## src/rtl/config_selector_pkg.sv

```systemverilog
// Shared definitions for the config_selector block: FSM encoding, default
// mode-word width and the default slot word constants used to build the
// slot_table at the integration level.
package config_selector_pkg;

  typedef enum logic [1:0] {
    ST_IDLE    = 2'd0,
    ST_QUALIFY = 2'd1,
    ST_COMMIT  = 2'd2
  } state_e;

  localparam int DEFAULT_MODE_SIZE = 8;

  localparam logic [DEFAULT_MODE_SIZE-1:0] SLOT0_WORD = 8'h11;
  localparam logic [DEFAULT_MODE_SIZE-1:0] SLOT1_WORD = 8'h22;
  localparam logic [DEFAULT_MODE_SIZE-1:0] SLOT2_WORD = 8'h33;
  localparam logic [DEFAULT_MODE_SIZE-1:0] SLOT3_WORD = 8'h44;
  localparam logic [DEFAULT_MODE_SIZE-1:0] SLOT4_WORD = 8'h55;

  // Five-slot table in flattened form: slot k at [k*8 +: 8].
  localparam logic [5*DEFAULT_MODE_SIZE-1:0] DEFAULT_SLOT_TABLE =
    {SLOT4_WORD, SLOT3_WORD, SLOT2_WORD, SLOT1_WORD, SLOT0_WORD};

endpackage

```

## src/rtl/config_selector_sync_debounce.sv

```systemverilog
// Two-flop synchroniser for the switch bank plus the saturating stable-cycle
// counter used to qualify a candidate slot. The counter is steered by the
// owning FSM (clear / increment); done_o flags that the increment happening
// on this edge brings the count to DEBOUNCE_CYCLES-1.
module config_selector_sync_debounce #(
  parameter int WIDTH           = 5,
  parameter int DEBOUNCE_CYCLES = 1024
) (
  input  logic             clock,
  input  logic             reset_n,
  input  logic [WIDTH-1:0] async_i,
  input  logic             clr_i,
  input  logic             inc_i,
  output logic [WIDTH-1:0] sync_o,
  output logic             done_o
);

  localparam int CNT_W = $clog2(DEBOUNCE_CYCLES + 1);
  localparam logic [CNT_W-1:0] CNT_MAX = CNT_W'(DEBOUNCE_CYCLES);

  logic [WIDTH-1:0] meta_q;
  logic [WIDTH-1:0] sync_q;
  logic [CNT_W-1:0] cnt_q;

  // Two-stage synchroniser for the asynchronous switch inputs.
  always_ff @(posedge clock) begin
    // NOTE: state registers use non-blocking assignments so every flop samples
    // the pre-edge value of its source, regardless of statement order.
    if (!reset_n) begin
      meta_q <= '0;
      sync_q <= '0;
    end else begin
      meta_q <= async_i;
      sync_q <= meta_q;
    end
  end

  // Stable-cycle counter; saturates at DEBOUNCE_CYCLES instead of wrapping.
  always_ff @(posedge clock) begin
    if (!reset_n) begin
      cnt_q <= '0;
    end else if (clr_i) begin
      cnt_q <= '0;
    end else if (inc_i && (cnt_q != CNT_MAX)) begin
      cnt_q <= cnt_q + CNT_W'(1);
    end
  end

  assign sync_o = sync_q;
  assign done_o = (int'(cnt_q) + 1) >= (DEBOUNCE_CYCLES - 1);

endmodule

```

## src/rtl/config_selector.sv

```systemverilog
// config_selector: synchronises and debounces an N-bit switch bank, decodes a
// one-hot or one-cold pattern into a slot index and commits that slot's mode
// word, pulsing config_changed on each commit that changes the index.
// Optional feature macro: CONFIG_SELECTOR_OVERRIDE_EN adds override_valid /
// override_slot for a direct, debounce-free commit.
module config_selector
  import config_selector_pkg::*;
#(
  parameter int NUM_SLOTS       = 5,
  parameter int MODE_SIZE       = DEFAULT_MODE_SIZE,
  parameter int DEBOUNCE_CYCLES = 1024,
  parameter int DEFAULT_SLOT    = 0
) (
  input  logic                           clock,
  input  logic                           reset_n,
  input  logic [NUM_SLOTS-1:0]           config_in,
  input  logic [NUM_SLOTS*MODE_SIZE-1:0] slot_table,
  output logic [MODE_SIZE-1:0]           config_data,
  output logic [$clog2(NUM_SLOTS)-1:0]   slot_index,
  output logic                           config_changed,
  output logic                           config_invalid
`ifdef CONFIG_SELECTOR_OVERRIDE_EN
  ,
  input  logic                           override_valid,
  input  logic [$clog2(NUM_SLOTS)-1:0]   override_slot
`endif
);

  localparam int IDX_W = $clog2(NUM_SLOTS);
  localparam int POP_W = $clog2(NUM_SLOTS + 1);

  logic [NUM_SLOTS-1:0] sync_in;
  logic                 cnt_clr;
  logic                 cnt_inc;
  logic                 cnt_done;

  logic [MODE_SIZE-1:0] slot_words [NUM_SLOTS];

  logic [POP_W-1:0]     hot_cnt;
  logic [POP_W-1:0]     cold_cnt;
  logic [IDX_W-1:0]     hot_pos;
  logic [IDX_W-1:0]     cold_pos;
  logic                 cand_valid;
  logic [IDX_W-1:0]     cand;

  state_e               state_q, state_d;
  logic [IDX_W-1:0]     pending_q, pending_d;
  logic [IDX_W-1:0]     index_q, index_d;
  logic [MODE_SIZE-1:0] data_q, data_d;
  logic                 changed_q, changed_d;
  logic                 invalid_q;

  logic                 commit_en;
  logic [IDX_W-1:0]     commit_slot;

  config_selector_sync_debounce #(
    .WIDTH          (NUM_SLOTS),
    .DEBOUNCE_CYCLES(DEBOUNCE_CYCLES)
  ) u_sync_debounce (
    .clock  (clock),
    .reset_n(reset_n),
    .async_i(config_in),
    .clr_i  (cnt_clr),
    .inc_i  (cnt_inc),
    .sync_o (sync_in),
    .done_o (cnt_done)
  );

  // Unflatten the mode table so slots can be selected by index.
  always_comb begin
    for (int k = 0; k < NUM_SLOTS; k++) begin
      slot_words[k] = slot_table[k*MODE_SIZE +: MODE_SIZE];
    end
  end

  // Classify the synchronised bank: one-hot wins over one-cold, else invalid.
  always_comb begin
    // NOTE: every variable gets a default before any conditional assignment,
    // so no path can leave a value held and infer a latch.
    hot_cnt  = '0;
    cold_cnt = '0;
    hot_pos  = '0;
    cold_pos = '0;
    for (int k = 0; k < NUM_SLOTS; k++) begin
      if (sync_in[k]) begin
        hot_cnt = hot_cnt + POP_W'(1);
        hot_pos = IDX_W'(k);
      end else begin
        cold_cnt = cold_cnt + POP_W'(1);
        cold_pos = IDX_W'(k);
      end
    end
    cand_valid = (hot_cnt == POP_W'(1)) || (cold_cnt == POP_W'(1));
    cand       = (hot_cnt == POP_W'(1)) ? hot_pos : cold_pos;
  end

  // Next-state logic: qualify a new candidate, then commit it for one cycle.
  always_comb begin
    state_d     = state_q;
    pending_d   = pending_q;
    cnt_clr     = 1'b0;
    cnt_inc     = 1'b0;
    commit_en   = 1'b0;
    commit_slot = pending_q;

    case (state_q)
      ST_IDLE: begin
        if (cand_valid && (cand != index_q)) begin
          pending_d = cand;
          cnt_clr   = 1'b1;
          state_d   = ST_QUALIFY;
        end
      end
      ST_QUALIFY: begin
        if (!cand_valid) begin
          state_d = ST_IDLE;
        end else if (cand != pending_q) begin
          // A bounce to another valid slot restarts qualification.
          pending_d = cand;
          cnt_clr   = 1'b1;
        end else begin
          cnt_inc = 1'b1;
          // The counter lands on DEBOUNCE_CYCLES-1 on the same edge that
          // enters COMMIT.
          if (cnt_done) state_d = ST_COMMIT;
        end
      end
      ST_COMMIT: begin
        commit_en = 1'b1;
        state_d   = ST_IDLE;
      end
      default: state_d = ST_IDLE;
    endcase

`ifdef CONFIG_SELECTOR_OVERRIDE_EN
    // An in-range override commits immediately and abandons any qualification.
    if (override_valid && (int'(override_slot) < NUM_SLOTS)) begin
      commit_en   = 1'b1;
      commit_slot = override_slot;
      pending_d   = override_slot;
      cnt_clr     = 1'b1;
      cnt_inc     = 1'b0;
      state_d     = ST_IDLE;
    end
`endif

    index_d   = commit_en ? commit_slot : index_q;
    data_d    = commit_en ? slot_words[commit_slot] : data_q;
    changed_d = commit_en && (commit_slot != index_q);
  end

  // State and output registers; the default word is reloaded throughout reset.
  always_ff @(posedge clock) begin
    if (!reset_n) begin
      state_q   <= ST_IDLE;
      pending_q <= '0;
      index_q   <= IDX_W'(DEFAULT_SLOT);
      data_q    <= slot_words[DEFAULT_SLOT];
      changed_q <= 1'b0;
      invalid_q <= 1'b0;
    end else begin
      state_q   <= state_d;
      pending_q <= pending_d;
      index_q   <= index_d;
      data_q    <= data_d;
      changed_q <= changed_d;
      invalid_q <= !cand_valid;
    end
  end

  assign config_data    = data_q;
  assign slot_index     = index_q;
  assign config_changed = changed_q;
  assign config_invalid = invalid_q;

endmodule

```

## config.mk

```make
export PLATFORM = sky130hd
export DESIGN_NAME = config_selector
export DESIGN_NICKNAME = d
export VERILOG_FILES = /design/src/rtl/config_selector_pkg.sv /design/src/rtl/config_selector_sync_debounce.sv /design/src/rtl/config_selector.sv
export SDC_FILE = /design/constraint.sdc
export NUM_CORES = 1
export LEC_CHECK = 0
export BUFFER_PORTS_ARGS = -buffer_cell sky130_fd_sc_hd__buf_2
export CAP_MARGIN = 20
export CORE_MARGIN = 2
export CORE_UTILIZATION = 45
export DETAILED_ROUTE_END_ITERATION = 16
export HOLD_SLACK_MARGIN = 0.08
export PLACE_DENSITY = 0.74
export SYNTH_ARGS = -nofsm -noshare
export SYNTH_HDL_FRONTEND = slang
export SYNTH_SLANG_ARGS = --single-unit
```

## constraint.sdc

```tcl
create_clock -name clock -period 3.55 [get_ports clock]
set_input_delay 0.1775 -clock clock [delete_from_list [all_inputs] [get_ports clock]]
set_output_delay 0.1775 -clock clock [all_outputs]
set_load 0.03 [all_outputs]
```

======== Word level (Yosys, flattened, before mapping) ========
Index checks and enable logic that the tools add are counted.
storage, ports and cells
  output and inout bits ................... 13
  word-level logic and storage cells ...... 88
  register bits after elaboration ......... 39
  input port bits ......................... 47
cells by class
  bitwise operators ....................... 2
  eq/ne operators ......................... 14
  reduce and logical (&&, ||, !) cells .... 10
  $add $sub $neg .......................... 10
  order comparisons ....................... 2
  mux-type cells .......................... 41
operator list
  cell                                                                  number
  2-to-1 mux 3 bit                                                      18
  greater-or-equal comparator 32 x 11 -> 1 bit (second input constant)  1
  2-to-1 mux 8 bit                                                      4
  adder 3 x 1 -> 3 bit (second input constant)                          8
  binary-select mux 8 bit (select 3 bit)                                1
  adder 11 x 1 -> 12 bit (second input constant)                        1
  adder 11 x 1 -> 11 bit (second input constant)                        1
  2-to-1 mux 1 bit                                                      11
  inequality test 11 bit (second input constant)                        1
  inequality test 3 bit                                                 3
  2-to-1 mux 2 bit                                                      4
  equality test 3 x 1 -> 1 bit (second input constant)                  2
  inequality test 2 bit (second input constant)                         3
  inequality test 3 bit (second input constant)                         2
  one-hot mux 3 bit (2 select lines)                                    1
  greater-or-equal comparator 4 bit (second input constant)             1
  inverter 3 -> 4 bit                                                   1
  one-hot mux 2 bit (2 select lines)                                    1
  AND reduction 4 bit                                                   1
  logical AND 1 bit                                                     3
  AND reduction 3 bit                                                   1
  equality test 2 x 1 -> 1 bit (second input constant)                  1
  equality test 2 bit (second input constant)                           1
  zero test 2 bit                                                       1
  other kinds (7)                                                       7

======== Logic depth before layout (Yosys ltp) ========
  word-level depth ........................ 16
  mapped depth ............................ 17
  gate-level depth less buffers ........... 17

======== Modules after synthesis ========
Synthesis repeated with hierarchy kept, for this count alone.
unflattened totals
  cell total of the unflattened synthesis .. 257
  area, all modules ....................... 2493.6 sq um
by module, submodules not included
  module                         seq. area each (sq um)  times used  cells an instance  area each (sq um)
  config_selector                440.4                   1           159                1586.5
  config_selector_sync_debounce  420.4                   1           98                 907.1

======== Worst setup path before layout ========
Ideal clock, no wire load.
  kind .................................... register to register
  from .................................... register u_sync_debounce.sync_q[1] (netlist: u_sync_debounce.sync_o[1])
  to ...................................... register u_sync_debounce.cnt_q[2]
  stages on the path, launching flop included .. 18
  path slack .............................. -0.295 ns
  buffers on the path ..................... 2
  period minus slack after synthesis ...... 3.845 ns
  required time ........................... 3.480 ns
  arrival ................................. 3.775 ns
  library setup time ...................... 0.070 ns
  path through ............................ dfxtp_1 -> inv_1 -> ha_1 -> buf_6 -> xnor2_1 -> inv_1 -> ha_1 -> mux2_2 -> ha_1 -> nand2_1 -> xnor3_1 -> o31a_1 -> a2bb2oi_1 -> mux2i_1 -> buf_2 -> nand4_4 -> or3_1 -> a21oi_1
on the way
  longest elaborated chain between the ends .. 14
  elaborated cells on any way between the ends .. 38
  classes of those cells .................. 6 x add/sub; 4 x eq/ne; 24 x mux; 4 x reduce/logical
ends and longest elaborated chain
  element                                                                        RTL line                                        source
  start: declaration                                                             config_selector_sync_debounce.sv:22             logic [WIDTH-1:0] sync_q;
  start signal: assignment                                                       config_selector_sync_debounce.sv:34             sync_q <= meta_q;
  2-to-1 mux 3 bit                                                               config_selector.sv:85                           if (sync_in[k]) begin
  adder 3 x 1 -> 3 bit                                                           config_selector.sv:86                           hot_cnt = hot_cnt + POP_W'(1);
  2-to-1 mux 3 bit                                                               config_selector.sv:85
  adder 3 x 1 -> 3 bit                                                           config_selector.sv:86
  2-to-1 mux 3 bit                                                               config_selector.sv:85
  adder 3 x 1 -> 3 bit                                                           config_selector.sv:86
  2-to-1 mux 3 bit                                                               config_selector.sv:85
  equality test 3 x 1 -> 1 bit                                                   config_selector.sv:93, config_selector.sv:94
  2-to-1 mux 3 bit                                                               config_selector.sv:94                           cand = (hot_cnt == POP_W'(1)) ? hot_pos : cold_pos;
  inequality test 3 bit (on tied branches)                                       config_selector.sv:117, config_selector.sv:108
  2-to-1 mux 1 bit / logical AND 1 bit (equally long branches)                   config_selector.sv:117, config_selector.sv:108
  2-to-1 mux 1 bit (on tied branches)                                            config_selector.sv:115, config_selector.sv:108
  one-hot mux 1 bit (2 select lines) / 2-to-1 mux 1 bit (equally long branches)  config_selector.sv:106                          case (state_q)
  OR reduction 2 bit (no line) / logical AND 1 bit (equally long branches)       n/a
  end signal: assignment                                                         config_selector_sync_debounce.sv:45             cnt_q <= cnt_q + CNT_W'(1);
  end: declaration                                                               config_selector_sync_debounce.sv:23             logic [CNT_W-1:0] cnt_q;
Parallel ways exist; a longest one is shown, timed or not.
A chain may end at the register's enable or synchronous reset.

======== Final worst setup path ========
  from .................................... register u_sync_debounce.sync_q[0] (netlist: u_sync_debounce.sync_o[0])
  to ...................................... register pending_q[2] (netlist: commit_slot[2])
on the way
  longest elaborated chain between the ends .. 15
  elaborated cells on any way between the ends .. 33
  classes of those cells .................. 8 x add/sub; 7 x eq/ne; 15 x mux; 3 x reduce/logical
ends and longest elaborated chain
  element                          RTL line                                      source
  2-to-1 mux 1 bit                 config_selector.sv:85
  adder 3 x 1 -> 3 bit             config_selector.sv:86
  2-to-1 mux 3 bit                 config_selector.sv:85
  adder 3 x 1 -> 3 bit             config_selector.sv:86
  2-to-1 mux 3 bit                 config_selector.sv:85
  adder 3 x 1 -> 3 bit             config_selector.sv:86
  2-to-1 mux 3 bit                 config_selector.sv:85
  adder 3 x 1 -> 3 bit             config_selector.sv:86
  2-to-1 mux 3 bit                 config_selector.sv:85
  equality test 3 x 1 -> 1 bit     config_selector.sv:93, config_selector.sv:94
  2-to-1 mux 3 bit                 config_selector.sv:94
  inequality test 3 bit            config_selector.sv:108                        if (cand_valid && (cand != index_q)) begin
  logical AND 1 bit                config_selector.sv:108
  inequality test 2 bit (no line)  n/a
  AND reduction 4 bit (no line)    n/a
  end signal: assignment           config_selector.sv:163                        pending_q <= pending_d;
  end: declaration                 config_selector.sv:47                         logic [IDX_W-1:0] pending_q, pending_d;
Parallel ways exist; a longest one is shown, timed or not. The select of a mux whose other input is x is not followed.

==> out/metrics.yaml <==
cts-buffers-inserted: 5
switchingPower_uw: 406.7
outcome: "finished clean"
finalHoldViolations: 0
drt-total-wl_mm: 5.645
ir_drop_v: 0.0003121
slew_headroom: 0.5275
worstSetupPathType: "flop to flop"
tightest_slew_ns: 0.7077
overflow: 0
final_antenna_net_count: 0
timing.critical_path.mode_cell: "o21ai_1"
fin_skew_ns: 0.006433
hold_class: "input port to flop"
setup_violations: 0
die_x_um: 79.57
period_minus_slack_ns: 3.441
hpwl_mm: 4.348
fin_ws_ns: 0.1093
gp_congestion: 0.9128
crit_path_cell_trace: "inv_2, ha_1, o21ai_1, buf_4, ha_4, mux2_2, ha_2, nand2_2, xnor3_1, o31a_1, or2_4, and3_4, o311a_4, or4_1, o21ai_1"
clk_pin_slew_ns: 0.08
post-place-ws_ns: 0.006934
synth-main-ff-cell: "dfxtp_1"
ys_ff_latch: 39
leakage_uw: 0.001389
pwr-share-clk: 0.318
rows: 27
antenna_found_initial: 0
mostFrequentLayoutCell: "buf_2"
synth.distinct_cells: 60
rr_worst_depth: 15
n_antenna_cell: 0
seqPwrFrac: 0.385
timing.rr.start: "u_sync_debounce.sync_o[0]$_SDFF_PN0_"
rsz0062_at_grt: "true"
cts_num_sinks: 39
layout.nets: 409
arrival_ns: 3.68
wire_per_inst_um: 13.31
nFillCells: 475
p_sw_frac: 0.2936
synthCells: 275
grt_use_total: 0.1839
r2r-end: "commit_slot[2]$_SDFFE_PN0P_"
end_kind: "flop"
clkLatencyLatePin_ns: 0.29
maxCapViolations: 0
hold_depth: 2
num_io_pins: 60
slowest_stage: "or4_1"
synth_edf_count: 8
cp.required_ns: 3.78
core-area_sq_um: 5507
cp-start-kind: "flop"
p_int_uw: 978.5
syn2layout_area_growth_pct: 28.29
die-area_sq_um: 6331
drtIter0Drc: 72
drcViolationCount: 0
drive_gt1_frac: 0.3409
cp_top_family: "simple AND/OR/NAND/NOR gates"
grt_pass1_vias: 2056
power.density_nw_per_um2: 420.1
fin_crit_sh: 0.9692
mostFrequentLayoutCells: "buf_2, nor2_1, dfxtp_1, buf_4, and2_1"
die_h_um: 79.57
cp_max_fo: 6
combPwrFrac: 0.298
htreeDepth: 2
avgSynthCellArea_sq_um: 9.345
grt_first_pass_wirelength_mm: 9.177
cts_tree: "done"
ys.warnings.count: 0
firstDrtPassIters: 4
max_stage_delay_ns: 0.46
fin_setup_tns_ns: 0
fmaxAchievable_ghz: 0.2906
syn_nets: 333
min_to: "u_sync_debounce.meta_q[1]$_SDFF_PN0_"
vias: 2283
portBuffers: 59
hp-start: "config_in[1]"
cts.path.max_buffers: 2
grt_max_degree: 28
vias_per_cell: 5.384
start_util: 0.4667
ys_seq_area_frac: 0.3350
r2r_slack_ns: 0.11
async_reset_ff_frac: 0
cts_root_buffer: "clkbuf_8"
worst-path-buf-inv: 2
netlist_area_sq_um: 2570
final-max-slew-violation-count: 0
==> timing repair <==
action,CTS,global route
endpoints found under the hold margin,3,0
gates resized for setup,0,10
buffers inserted,0,3
hold buffers,3,0
setup endpoints to repair,1,15
pin swaps,1,4
==> through the flow <==
step | hold slack, ns | std cells | total power [uW] | instance area, sq um | util
final | 0.08854 | 424 | 1385 | 3297 | 0.5987
after global routing | 0.08743 | 424 | 1449 | 3297 | 0.5987
after CTS | 0.08436 | 421 | 1381 | 3237 | 0.5878
after detailed placement | 0.3882 | 410 | 938.9 | 3070 | 0.5576
after global placement | 0.3850 | 410 | 932.1 | 3070 | 0.5576
after floorplan | 0.3048 | 275 | 818.3 | 2616 | -
==> worst max-delay path by stage <==
stage | start | endpoint | slack, ns | cells after the start
finish | u_sync_debounce.sync_o[0]$_SDFF_PN0_ | commit_slot[2]$_SDFFE_PN0P_ | 0.11 | 15
global route | u_sync_debounce.sync_o[0]$_SDFF_PN0_ | commit_slot[2]$_SDFFE_PN0P_ | -0.03 | 15
CTS | u_sync_debounce.sync_o[0]$_SDFF_PN0_ | commit_slot[2]$_SDFFE_PN0P_ | 0.03 | 15
detailed placement | u_sync_debounce.sync_o[0]$_SDFF_PN0_ | commit_slot[2]$_SDFFE_PN0P_ | 0.007 | 15
global placement | u_sync_debounce.sync_o[0]$_SDFF_PN0_ | commit_slot[2]$_SDFFE_PN0P_ | 0.07 | 15
floorplan | u_sync_debounce.sync_o[0]$_SDFF_PN0_ | commit_slot[2]$_SDFFE_PN0P_ | 0.01 | 14
==> sequential cells by signal (all words and copies together) (netlist names) <==
signal / cells
u_sync_debounce.sync_o: 5
u_sync_debounce.meta_q: 5
config_data: 8
state_q: 2
config_changed: 1
config_invalid: 1
commit_slot: 3
slot_index: 3
u_sync_debounce.cnt_q: 11
==> power by group through the flow <==
stage | combinational [uW] | sequential (uW) | clock, uW
CTS | 398 | 535 | 448
detailed placement | 394 | 545 | 0
global placement | 388 | 544 | 0
finish | 412 | 533 | 440
global route | 447 | 540 | 462
floorplan | 275 | 543 | 0
==> synthesized netlist by cell type, types with 2 or more instances <==
library cell	number	area, sq um
ha_1	11	137.6
nand4_1	8	50.05
mux2i_1	5	50.05
buf_2	4	20.02
nor3_1	4	20.02
mux4_2	8	180.2
a221oi_1	8	70.07
nor4_1	3	18.77
xor2_1	10	87.58
nand2_1	12	45.04
dfxtp_1	31	620.6
a21oi_1	5	25.02
and2_1	12	75.07
nand3b_1	2	15.01
nand2b_1	7	43.79
or3_1	3	18.77
clkbuf_1	7	26.28
nor2_1	38	142.6
a31oi_1	4	25.02
o21ai_0	8	40.04
nor3b_1	5	37.54
xnor2_1	7	61.31
o31a_1	2	17.52
o211a_1	2	20.02
inv_1	14	52.55
a2bb2oi_1	2	17.52
nor2b_1	4	25.02
nand4b_1	2	17.52
and3_1	6	37.54
nand3_1	4	20.02
edfxtp_1	8	240.2
==> area by class of cell <==
cell class              instances  area [sq um]  area share
repair buffers                 84         490.5      0.1488
inverters                      14         52.55     0.01594
clock buffers                   5         68.82     0.02087
well taps                      72         90.09     0.02732
flip-flops and latches         39         865.8      0.2626
multi-input cells             207          1662      0.5040
clock inverters                 3         67.56     0.02049
==> routing by layer <==
metal  track usage  vias up  part of all wire
li1              -     1153                 -
met1        0.2351     1076              0.45
met2        0.2992       42              0.49
met3       0.04072       12             0.037
met4       0.07759        0             0.017
met5             0        -                 0
==> cells by family (layout without fill, tap and decap cells) <==
family | count (synthesis) | after routing | synth area share
AND/OR/NAND/NOR | 116 | 116 | 0.2459
buffers and inverters | 29 | 106 | 0.04917
XOR/XNOR | 20 | 20 | 0.08568
AO/OA/AOI/OAI | 46 | 46 | 0.1368
adder cells (fa/ha/maj) | 11 | 11 | 0.05355
multiplexers | 14 | 14 | 0.09396
flip-flops | 39 | 39 | 0.3350
(Power assumes the default switching activity.)
